## config.mk

```make
export PLATFORM = sky130hd
export DESIGN_NAME = irq_source_flat
export DESIGN_NICKNAME = d
export VERILOG_FILES = /design/src/rtl/irq_pkg.sv /design/src/rtl/irq_source_if.sv /design/src/rtl/irq_down_counter.sv /design/src/rtl/irq_source.sv /design/src/flat_wrapper.sv
export SDC_FILE = /design/constraint.sdc
export NUM_CORES = 1
export LEC_CHECK = 0
export ABC_CLOCK_PERIOD_IN_PS = 3700
export BUFFER_PORTS_ARGS = -buffer_cell sky130_fd_sc_hd__buf_2
export CORE_ASPECT_RATIO = 1.2
export CORE_MARGIN = 2
export CORE_UTILIZATION = 50
export DETAILED_ROUTE_END_ITERATION = 6
export HOLD_SLACK_MARGIN = 0.02
export PLACE_DENSITY = 0.77
export RECOVER_POWER = 25
export SETUP_SLACK_MARGIN = 0.5
export SYNTH_ARGS = -nofsm -noshare
export SYNTH_HDL_FRONTEND = slang
export SYNTH_SLANG_ARGS = --single-unit
```

## constraint.sdc

```tcl
create_clock -name clk -period 3.7 [get_ports clk]
set_input_delay 0.185 -clock clk [delete_from_list [all_inputs] [get_ports clk]]
set_output_delay 0.185 -clock clk [all_outputs]
set_load 0.02 [all_outputs]
```

## src/rtl/irq_pkg.sv

```systemverilog
// Shared interrupt-source types and the bridge address map.
// No logic: state encoding, range constants and small combinational helpers.
package irq_pkg;

  typedef enum logic [2:0] {
    ST_IDLE    = 3'd0,
    ST_COUNT   = 3'd1,
    ST_ASSERT  = 3'd2,
    ST_HOLDOFF = 3'd3,
    ST_DONE    = 3'd4
  } irq_state_t;

  // Bridge decode ranges; the acknowledge window is the single PR word.
  localparam logic [31:0] BEGIN_DM  = 32'h0000_0000;
  localparam logic [31:0] END_DM    = 32'h0000_2fff;
  localparam logic [31:0] BEGIN_TC0 = 32'h0000_7f00;
  localparam logic [31:0] END_TC0   = 32'h0000_7f0b;
  localparam logic [31:0] BEGIN_TC1 = 32'h0000_7f10;
  localparam logic [31:0] END_TC1   = 32'h0000_7f1b;
  localparam logic [31:0] BEGIN_PR  = 32'h0000_7f20;
  localparam logic [31:0] END_PR    = 32'h0000_7f23;

  localparam logic [31:0] WORD_MASK = 32'hffff_fffc;

  // Word match ignores the byte offset; any nonzero byte enable is a store.
  function automatic logic ack_hit(input logic [31:0] addr,
                                   input logic [31:0] base,
                                   input logic [3:0]  byteen);
    return (((addr ^ base) & WORD_MASK) == 32'd0) && (byteen != 4'd0);
  endfunction

  function automatic logic [15:0] sat_inc16(input logic [15:0] v);
    return (v == 16'hffff) ? v : v + 16'd1;
  endfunction

endpackage

```

## src/rtl/irq_source_if.sv

```systemverilog
// Acknowledge window plus interrupt line between the CPU bridge and the source.
// Plain wires, no handshake: a store is a single-cycle nonzero byte enable.
interface irq_source_if;
  logic [31:0] m_int_addr;
  logic [3:0]  m_int_byteen;
  logic        interrupt;

  modport master (
    output m_int_addr,
    output m_int_byteen,
    input  interrupt
  );

  modport slave (
    input  m_int_addr,
    input  m_int_byteen,
    output interrupt
  );
endinterface

```

## src/rtl/irq_down_counter.sv

```systemverilog
// 16-bit loadable down-counter; load wins over dec, holds at zero.
// One-cycle update latency, zero flag is combinational from the register.
module irq_down_counter (
  input  logic        clk,
  input  logic        reset,
  input  logic        load,
  input  logic [15:0] load_val,
  input  logic        dec,
  output logic        zero
);

  logic [15:0] cnt_q;
  logic [15:0] cnt_d;

  always_comb begin
    cnt_d = cnt_q;
    if (load) begin
      cnt_d = load_val;
    end else if (dec && (cnt_q != 16'd0)) begin
      cnt_d = cnt_q - 16'd1;
    end
  end

  always_ff @(posedge clk) begin
    if (reset) begin
      cnt_q <= 16'd0;
    end else begin
      cnt_q <= cnt_d;
    end
  end

  assign zero = (cnt_q == 16'd0);

endmodule

```

## src/rtl/irq_source.sv

```systemverilog
// Programmable interrupt source: raise after DELAY, hold until acked, re-arm after HOLDOFF.
// Interrupt rises DELAY edges after enable is sampled; no backpressure, acks are never stalled.
module irq_source
  import irq_pkg::*;
#(
  parameter logic [31:0] BASE_ADDR = 32'h0000_7f20,
  parameter int unsigned DELAY     = 10,
  parameter int unsigned HOLDOFF   = 2,
  parameter int unsigned MAX_IRQ   = 0,
  parameter int unsigned PULSE     = 0
) (
  input  logic         clk,
  input  logic         reset,
  input  logic         enable,
  irq_source_if.slave  bus,
  output logic [15:0]  irq_count,
  output logic [15:0]  ack_count,
  output logic         spurious_ack,
  output logic         busy
);

  localparam logic [15:0] DELAY_LD  = 16'(DELAY - 1);
  localparam logic [15:0] HOLD_LD   = (HOLDOFF == 0) ? 16'd0 : 16'(HOLDOFF - 1);
  localparam logic [15:0] MAX_IRQ_W = 16'(MAX_IRQ);
  localparam logic        LIMITED   = (MAX_IRQ != 0);
  localparam logic        USE_HOLD  = (HOLDOFF != 0);
  localparam logic        PULSE_M   = (PULSE != 0);

  irq_state_t  state_q, state_d;
  logic [15:0] irq_count_q, irq_count_d;
  logic [15:0] ack_count_q, ack_count_d;
  logic        interrupt_q, interrupt_d;
  logic        spurious_q, spurious_d;

  logic        hit;
  logic        cnt_load;
  logic [15:0] cnt_load_val;
  logic        cnt_dec;
  logic        cnt_zero;

  assign hit = ack_hit(bus.m_int_addr, BASE_ADDR, bus.m_int_byteen);

  irq_down_counter u_cnt (
    .clk      (clk),
    .reset    (reset),
    .load     (cnt_load),
    .load_val (cnt_load_val),
    .dec      (cnt_dec),
    .zero     (cnt_zero)
  );

  always_comb begin
    state_d      = state_q;
    irq_count_d  = irq_count_q;
    ack_count_d  = ack_count_q;
    cnt_load     = 1'b0;
    cnt_load_val = DELAY_LD;
    cnt_dec      = 1'b0;
    // Only the ASSERT state consumes a hit; everywhere else it is reported.
    spurious_d   = hit && (state_q != ST_ASSERT);

    unique case (state_q)
      ST_IDLE: begin
        if (enable) begin
          state_d  = ST_COUNT;
          cnt_load = 1'b1;
        end
      end

      ST_COUNT: begin
        if (!enable) begin
          state_d = ST_IDLE;
        end else if (cnt_zero) begin
          state_d     = ST_ASSERT;
          irq_count_d = sat_inc16(irq_count_q);
        end else begin
          cnt_dec = 1'b1;
        end
      end

      // enable is deliberately ignored: an issued interrupt always needs its ack.
      ST_ASSERT: begin
        if (hit) begin
          ack_count_d = sat_inc16(ack_count_q);
          if (LIMITED && (irq_count_q == MAX_IRQ_W)) begin
            state_d = ST_DONE;
          end else if (USE_HOLD) begin
            state_d      = ST_HOLDOFF;
            cnt_load     = 1'b1;
            cnt_load_val = HOLD_LD;
          end else if (enable) begin
            state_d  = ST_COUNT;
            cnt_load = 1'b1;
          end else begin
            state_d = ST_IDLE;
          end
        end
      end

      ST_HOLDOFF: begin
        if (cnt_zero) begin
          if (enable) begin
            state_d  = ST_COUNT;
            cnt_load = 1'b1;
          end else begin
            state_d = ST_IDLE;
          end
        end else begin
          cnt_dec = 1'b1;
        end
      end

      ST_DONE: begin
        state_d = ST_DONE;
      end

      default: begin
        state_d = ST_IDLE;
      end
    endcase

    // Registered line follows the next state; pulse mode only marks ASSERT entry.
    interrupt_d = (state_d == ST_ASSERT) && (!PULSE_M || (state_q != ST_ASSERT));
  end

  always_ff @(posedge clk) begin
    if (reset) begin
      state_q     <= ST_IDLE;
      irq_count_q <= 16'd0;
      ack_count_q <= 16'd0;
      interrupt_q <= 1'b0;
      spurious_q  <= 1'b0;
    end else begin
      state_q     <= state_d;
      irq_count_q <= irq_count_d;
      ack_count_q <= ack_count_d;
      interrupt_q <= interrupt_d;
      spurious_q  <= spurious_d;
    end
  end

  assign bus.interrupt = interrupt_q;
  assign irq_count     = irq_count_q;
  assign ack_count     = ack_count_q;
  assign spurious_ack  = spurious_q;
  assign busy          = (state_q != ST_IDLE) && (state_q != ST_DONE);

endmodule

```

## src/flat_wrapper.sv

```systemverilog
// flat-port wrapper written by rule: the top's interface ports become plain ports
module irq_source_flat import irq_pkg::*;
#(
  parameter logic [31:0] BASE_ADDR = 32'h0000_7f20,
  parameter int unsigned DELAY     = 10,
  parameter int unsigned HOLDOFF   = 2,
  parameter int unsigned MAX_IRQ   = 0,
  parameter int unsigned PULSE     = 0
)
  (clk, reset, enable, irq_count, ack_count, spurious_ack, busy, bus_m_int_addr, bus_m_int_byteen, bus_interrupt);
  irq_source_if bus_i ();
  input  logic clk;
  input  logic reset;
  input  logic enable;
  output logic [15:0] irq_count;
  output logic [15:0] ack_count;
  output logic spurious_ack;
  output logic busy;
  input wire logic [$bits(bus_i.m_int_addr)-1:0] bus_m_int_addr;
  input wire logic [$bits(bus_i.m_int_byteen)-1:0] bus_m_int_byteen;
  output wire logic [$bits(bus_i.interrupt)-1:0] bus_interrupt;
  assign bus_i.m_int_addr = bus_m_int_addr;
  assign bus_i.m_int_byteen = bus_m_int_byteen;
  assign bus_interrupt = bus_i.interrupt;
  irq_source #(.BASE_ADDR(BASE_ADDR), .DELAY(DELAY), .HOLDOFF(HOLDOFF), .MAX_IRQ(MAX_IRQ), .PULSE(PULSE)) u_core (.clk(clk), .reset(reset), .enable(enable), .bus(bus_i), .irq_count(irq_count), .ack_count(ack_count), .spurious_ack(spurious_ack), .busy(busy));
endmodule
```

==> results of run 1 <==
-- metal layers --
layer,track usage (%),wire (um),up-vias
li1,-,-,1363
met2,35.5,3120,46
met1,25.9,2790,1253
met4,7.03,75,0
met3,4.20,224,8
met5,0,0,-
-- final timing paths --
check,depth (start not counted),end,startpoint
max,5,u_core.ack_count[15]$_SDFFE_PP0P_,u_core.state_q[1]$_SDFF_PP0_
min,4,u_core.spurious_ack$_SDFF_PP0_,bus_m_int_addr[28]
max reg2reg,5,u_core.ack_count[15]$_SDFFE_PP0P_,u_core.state_q[1]$_SDFF_PP0_
min reg2reg,2,u_core.ack_count[8]$_SDFFE_PP0P_,u_core.ack_count[8]$_SDFFE_PP0P_
-- registers in the layout, indices dropped and copies added, names as in the netlist --
| signal | cells |
|---|---|
| u_core.u_cnt.cnt_q | 16 |
| u_core.state_q | 3 |
| u_core.spurious_ack | 1 |
| u_core.irq_count | 16 |
| u_core.bus.interrupt | 1 |
| u_core.ack_count | 16 |
-- worst max-delay path, stage by stage (launching register included) --
cell and delay (ns):
dfxtp_1 0.50, or3b_2 0.49, nor4_1 0.18, nand4_1 0.49, or4_1 0.65, a21oi_1 0.15
-- where the power goes --
part           internal (W)  total, W  switching [W]  leakage, nW
Combinational     0.0000528  0.000127      0.0000745        0.653
Sequential         0.000579  0.000590      0.0000113        0.428
Clock              0.000131  0.000322       0.000191       0.0439
Total              0.000762   0.00104       0.000277         1.12
-- kinds of logic (layout without fill, tap and decap cells) --
group,Yosys count,in the layout,share of synthesized area (%)
buffers and inverters,20,88,2.81
muxes,4,4,1.57
xor gates and xnor gates,18,18,5.81
DFF,53,53,39.1
AOI/OAI and AO/OA,56,56,11.7
and+or+nand+nor,174,174,37.6
adders and majority gates,3,3,1.38
-- per-stage QoR --
step                      area (um^2)  utilization (%)  instances  hold WS [ns]  worst slack [ns]
after floorplan                  2710                -        328         0.356              1.50
after global placement           3100             59.0        450         0.488              1.22
after detailed placement         3100             59.0        450         0.499              1.21
final                            3160             60.1        458         0.309              1.15
after CTS                        3190             60.6        458         0.305              1.19
after global routing             3160             60.1        458         0.304             0.873
-- layout make-up --
cell class | count | area (um^2)
well taps | 62 | 77.6
flip-flops and latches | 53 | 1060
fillers | 509 | 2100
multi-input cells | 255 | 1570
inverters | 9 | 33.8
repair buffers | 71 | 328
clock buffers | 5 | 68.8
clock inverters | 3 | 17.5
-- cell usage in the layout (no fill, tap or decap), types with 2 or more instances in the layout --
master    netlist  routed
a211oi_1        2       2
a21oi_1        26      26
and2_1          4       4
and3_1          5       5
and4_1          3       3
buf_2           1      49
clkbuf_1       10      22
clkbuf_8        0       5
clkinv_2        0       2
dfxtp_1        53      53
ha_1            3       3
inv_1           9       9
mux2_2          2       2
mux2i_1         2       2
nand2_1        17      17
nand2b_1        2       2
nand3_1        18      18
nand4_1        21      21
nand4b_1        3       3
nor2_1         34      34
nor2b_1         4       4
nor3_1          6       6
nor4_1         11      11
nor4_2          3       3
nor4b_1         2       2
o21a_1          2       2
o21ai_0        17      17
o31ai_1         6       6
or3_1          19      19
or4_1          13      13
or4b_1          2       2
xnor2_1        11      11
xor2_1          7       7
==> out/results.ini, run 1 <==
[synthesis]
synth_cell_types=41
synth.most_common_cell=dfxtp_1
async_reset_ff_share_pct=0
synthesis.nets=370
synth_top_area_share_pct=39.1
synthFlopType=dfxtp_1
synthTopCellsByCount=53 x dfxtp_1, 34 x nor2_1, 26 x a21oi_1, 21 x nand4_1, 19 x or3_1
ys_warn_count=0
avgSynthCellArea_um2=8.27
synth_top_area_cell=dfxtp_1
yosysSeqAreaShare_pct=39.1
synthCells=328
netlist_area_um2=2710
synth.ff_latch_count=53
synth.area.top_cells=dfxtp_1 39%, nand4_1 4.8%, a21oi_1 4.8%
synth_edf_count=0

[worst_setup_path]
r2r_setup_slack_ns=1.15
endpoint_kind=flip-flop
critPathMaxFanout=16
startpoint_type=flip-flop
required_ns=3.92
path_class=flip-flop to flip-flop
cp.arrival_ns=2.77

[drt]
drt_iter0_markers=161
via_count=2670
remaining_drc_errors=0
drt_wl_total_um=6210
routedWlPerCell_um=13.6
firstDrtPassIters=4
routed_via_density=5.83
ant_nets=0

[timing]
hold_viol=0
max_freq_mhz=393
worst_slew_pin_slew_ns=1.66
min_period_ns=2.55
slew_violations=39
setup_tns_ns=0
fin_skew_ns=0.00773
slew_headroom_pct=-10.3
setup_viol=0
finalCritPeriodShare_pct=68.8
rsz0062_at_grt=false

[pwr]
powerDensity_nw_per_um2=329
power.total_w=0.00104
ir_drop_v=0.000235
p_leak_nw=1.12

[clock_tree]
cts-resized-gates=0
postCtsSetupRepairBufs=0
path_clk_slew_ns=0.10
clockBufferDepth=2
cts.htree.levels=2
root_buffer=clkbuf_8
hold_buffers=0
clk_latency_ns=0.31
cts_made_buffers=5
clock-sinks=53
tritoncts=built

[floorplanning]
fp.dieH_um=84.7
num_io_pins=74
die_width_um=71.2
die_area_um2=6030
rows=29
core_um2=5260
initial_core_util_pct=51.5

[placed_design]
place.gp.congestion=0.804
portBuffers=71
post-dp-hpwl_um=4540

[layout]
drive_above_1_share_pct=16.9
layout.nets=437
antenna_cells=0
areaGrowthSynthToFinish_pct=16.6

[global_routing]
antenna_found_initial=0
globalRouteOverflowTotal=0
grt_pass1_wl_um=10400
track_usage_pct=20.8
grt_max_degree=39
first_global_vias=2377

[status]
violations=capacitance limit, slew limit
status=complete, but fails checks

[run]
cap_violations=1

[min_path]
hold_class=input port to flip-flop

(Power assumes the default switching activity.)
==> run 2: changes to the inputs <==
--- a/config.mk
+++ b/config.mk
@@ -5,14 +5,14 @@
 export SDC_FILE = /design/constraint.sdc
 export NUM_CORES = 1
 export LEC_CHECK = 0
-export ABC_CLOCK_PERIOD_IN_PS = 3700
+export ABC_CLOCK_PERIOD_IN_PS = 2320
 export BUFFER_PORTS_ARGS = -buffer_cell sky130_fd_sc_hd__buf_2
 export CORE_ASPECT_RATIO = 1.2
 export CORE_MARGIN = 2
-export CORE_UTILIZATION = 50
+export CORE_UTILIZATION = 47
 export DETAILED_ROUTE_END_ITERATION = 6
 export HOLD_SLACK_MARGIN = 0.02
-export PLACE_DENSITY = 0.77
+export PLACE_DENSITY = 0.76
 export RECOVER_POWER = 25
 export SETUP_SLACK_MARGIN = 0.5
 export SYNTH_ARGS = -nofsm -noshare
==> constraint.sdc (replaced) <==
create_clock -name clk -period 2.32 [get_ports clk]
set_input_delay 0.116 -clock clk [delete_from_list [all_inputs] [get_ports clk]]
set_output_delay 0.116 -clock clk [all_outputs]
set_load 0.02 [all_outputs]
==> out/results.ini, run 2 (synthesized netlist as in run 1, its figures left out) <==
[floorplanning]
rows=30  ; was 29
initial_core_util_pct=48.2  ; was 51.5%
core_um2=5630  ; was 5260 um^2
die_width_um=73.3  ; was 71.2 um
fp.dieH_um=87.2  ; was 84.7 um
num_io_pins=74  ; unchanged
die_area_um2=6390  ; was 6030 um^2

[timing]
rsz0062_at_grt=true  ; was false
min_period_ns=2.11  ; was 2.55 ns
setup_tns_ns=0  ; unchanged
worst_slew_pin_slew_ns=0.485  ; was 1.66 ns
setup_viol=0  ; unchanged
fin_skew_ns=0.0123  ; was 0.00773 ns
max_freq_mhz=473  ; was 393 MHz
finalCritPeriodShare_pct=91.1  ; was 68.8%
slew_violations=0  ; was 39
slew_headroom_pct=67.7  ; was -10.3%
worst_slack_ns=0.207  ; was 1.15 ns
hold_viol=0  ; unchanged

[placed_design]
portBuffers=71  ; unchanged
place_ws_ns=0.0502  ; was 1.21 ns
post-dp-hpwl_um=5020  ; was 4540 um
place.gp.congestion=0.823  ; was 0.804

[clock_tree]
clk_latency_ns=0.31  ; about the same
clockBufferDepth=2  ; unchanged
clock-sinks=53  ; unchanged
root_buffer=clkbuf_8  ; unchanged
cts.htree.levels=2  ; unchanged
cts_made_buffers=5  ; unchanged
tritoncts=built  ; unchanged
hold_buffers=0  ; unchanged
path_clk_slew_ns=0.10  ; about the same

[drt]
remaining_drc_errors=0  ; unchanged
routedWlPerCell_um=16.1  ; was 13.6 um
drt_iter0_markers=230  ; was 161
firstDrtPassIters=4  ; unchanged
ant_nets=0  ; unchanged
routed_via_density=5.99  ; was 5.83
drt_wl_total_um=8170  ; was 6210 um
via_count=3031  ; was 2670

[pwr]
ir_drop_v=0.000304  ; was 0.000235 V
p_sw_share_pct=26.4  ; was 26.6%
p_leak_nw=1.49  ; was 1.12 nW
seqPwrFrac_pct=49.1  ; was 56.8%
power.internal_w=0.00140  ; was 0.000762 W
powerDensity_nw_per_um2=472  ; was 329 nW/um^2
pwr-share-comb_pct=18.1  ; was 12.2%
netSwitchingPower_w=0.000502  ; was 0.000277 W
clock_power_share_pct=32.8  ; was 31.0%

[worst_setup_path]
worst-r2r-cell-count=5  ; unchanged
critPathMaxFanout=5  ; was 16
startpoint_type=flip-flop  ; unchanged
endpoint_kind=flip-flop  ; unchanged
required_ns=2.57  ; was 3.92 ns
r2r_start=u_core.u_cnt.cnt_q[8]$_SDFFE_PP0P_  ; was u_core.state_q[1]$_SDFF_PP0_
r2r_setup_slack_ns=0.21  ; was 1.15 ns
cp.arrival_ns=2.37  ; was 2.77 ns
path_class=flip-flop to flip-flop  ; unchanged
r2r-end=u_core.irq_count[9]$_SDFFE_PP0P_  ; was u_core.ack_count[15]$_SDFFE_PP0P_

[layout]
num-fill-cells=440  ; was 509
areaGrowthSynthToFinish_pct=48.4  ; was 16.6%
final_common_cell=buf_2  ; was dfxtp_1
most-common-layout-cells=53 x buf_2, 39 x dfxtp_1, 34 x buf_4  ; was 53 x dfxtp_1, 49 x buf_2, 34 x nor2_1
drive_above_1_share_pct=42.8  ; was 16.9%
layout.nets=483  ; was 437
fin_util_pct=71.5  ; was 60.1%
antenna_cells=0  ; unchanged

[min_path]
hold_class=input port to flip-flop  ; unchanged
min_from=reset  ; was bus_m_int_addr[28]
worstHoldEndpoint=u_core.irq_count[8]$_SDFFE_PP0P_  ; was u_core.spurious_ack$_SDFF_PP0_
whs_path_depth=2  ; was 4

[global_routing]
grt_max_degree=21  ; was 39
first_global_vias=2783  ; was 2377
globalRouteOverflowTotal=0  ; unchanged
track_usage_pct=23.7  ; was 20.8%
grt_pass1_wl_um=12400  ; was 10400 um
antenna_found_initial=0  ; unchanged

[status]
status=complete, no violations  ; was complete, but fails checks

[run]
cap_violations=0  ; was 1

run 2: cell types whose count changed in the layout (fill, tap and decap cells not counted), moves of 6 or more:
cell,previous run,this run
buf_6,0,9
a21oi_1,26,14
buf_4,0,34
nor4_1,11,3
o21ai_1,0,10
or4_4,1,7
o21ai_0,17,5
nor4_4,0,7
a21oi_2,0,12
dfxtp_2,0,9
dfxtp_1,53,39
or4_1,13,7
run 2: worst max-delay path: stages, from the launching register on:
cell and delay, ns:
dfxtp_2 0.33, or4_4 0.57, nor4_4 0.17, or4b_4 0.53, or3_4 0.34, a21oi_2 0.12
run 2: cell type report:
class / count / area, um^2 / area share (%)
flip-flops and latches: 53 / 1090 / 27.1
clock inverters: 2 / 33.8 / 0.840
inverters: 9 / 33.8 / 0.840
well taps: 64 / 80.1 / 1.99
clock buffers: 6 / 72.6 / 1.80
repair buffers: 116 / 724 / 18.0
multi-input cells: 256 / 1990 / 49.4
run 2: power groups by stage:
stage | Combinational [W] | Sequential [W] | Clock [W]
floorplan | 0.000156 | 0.000957 | 0
global placement | 0.000242 | 0.000954 | 0
detailed placement | 0.000247 | 0.000954 | 0
CTS | 0.000292 | 0.000933 | 0.000633
global route | 0.000371 | 0.000934 | 0.000665
finish | 0.000344 | 0.000932 | 0.000623
run 2: routing by layer:
layer,up-vias,GRT usage [%],part of all wire (%)
met4,0,8.43,2.0
li1,1461,-,-
met1,1464,29.1,41
met2,88,41.8,54
met5,-,0,0
met3,18,3.24,4.0
run 2: through the flow:
stage	power (W)	area (um^2)	hold slack, ns	instances
6_report	0.00190	4020	0.228	506
4_1_cts	0.00186	3710	0.204	495
3_5_place_dp	0.00120	3320	0.484	469
3_3_place_gp	0.00120	3320	0.474	469
2_1_floorplan	0.00111	2820	0.280	328
5_1_grt	0.00197	4020	0.252	506
run 2: what timing repair did:
| item | 4_1_cts | 5_1_grt |
|---|---|---|
| setup endpoints to repair | 48 | 48 |
| endpoints found under the hold margin | 0 | 0 |
| gates resized for setup | 32 | 73 |
| cloned | 2 | 1 |
| pin swaps | 19 | 36 |
| buffers inserted | 16 | 10 |
run 2: worst max path at each step:
stage,start,endpoint,slack (ns),cells past startpoint
2_1_floorplan,u_core.u_cnt.cnt_q[8]$_SDFFE_PP0P_,u_core.irq_count[13]$_SDFFE_PP0P_,0.18,6
3_3_place_gp,u_core.u_cnt.cnt_q[0]$_SDFFE_PP0P_,u_core.irq_count[13]$_SDFFE_PP0P_,0.11,7
3_5_place_dp,bus_m_int_addr[6],u_core.ack_count[10]$_SDFFE_PP0P_,0.05,6
4_1_cts,u_core.u_cnt.cnt_q[8]$_SDFFE_PP0P_,u_core.irq_count[11]$_SDFFE_PP0P_,0.21,5
5_1_grt,u_core.u_cnt.cnt_q[1]$_SDFFE_PP0P_,u_core.irq_count[13]$_SDFFE_PP0P_,0.09,7
6_report,u_core.u_cnt.cnt_q[8]$_SDFFE_PP0P_,u_core.irq_count[9]$_SDFFE_PP0P_,0.21,5
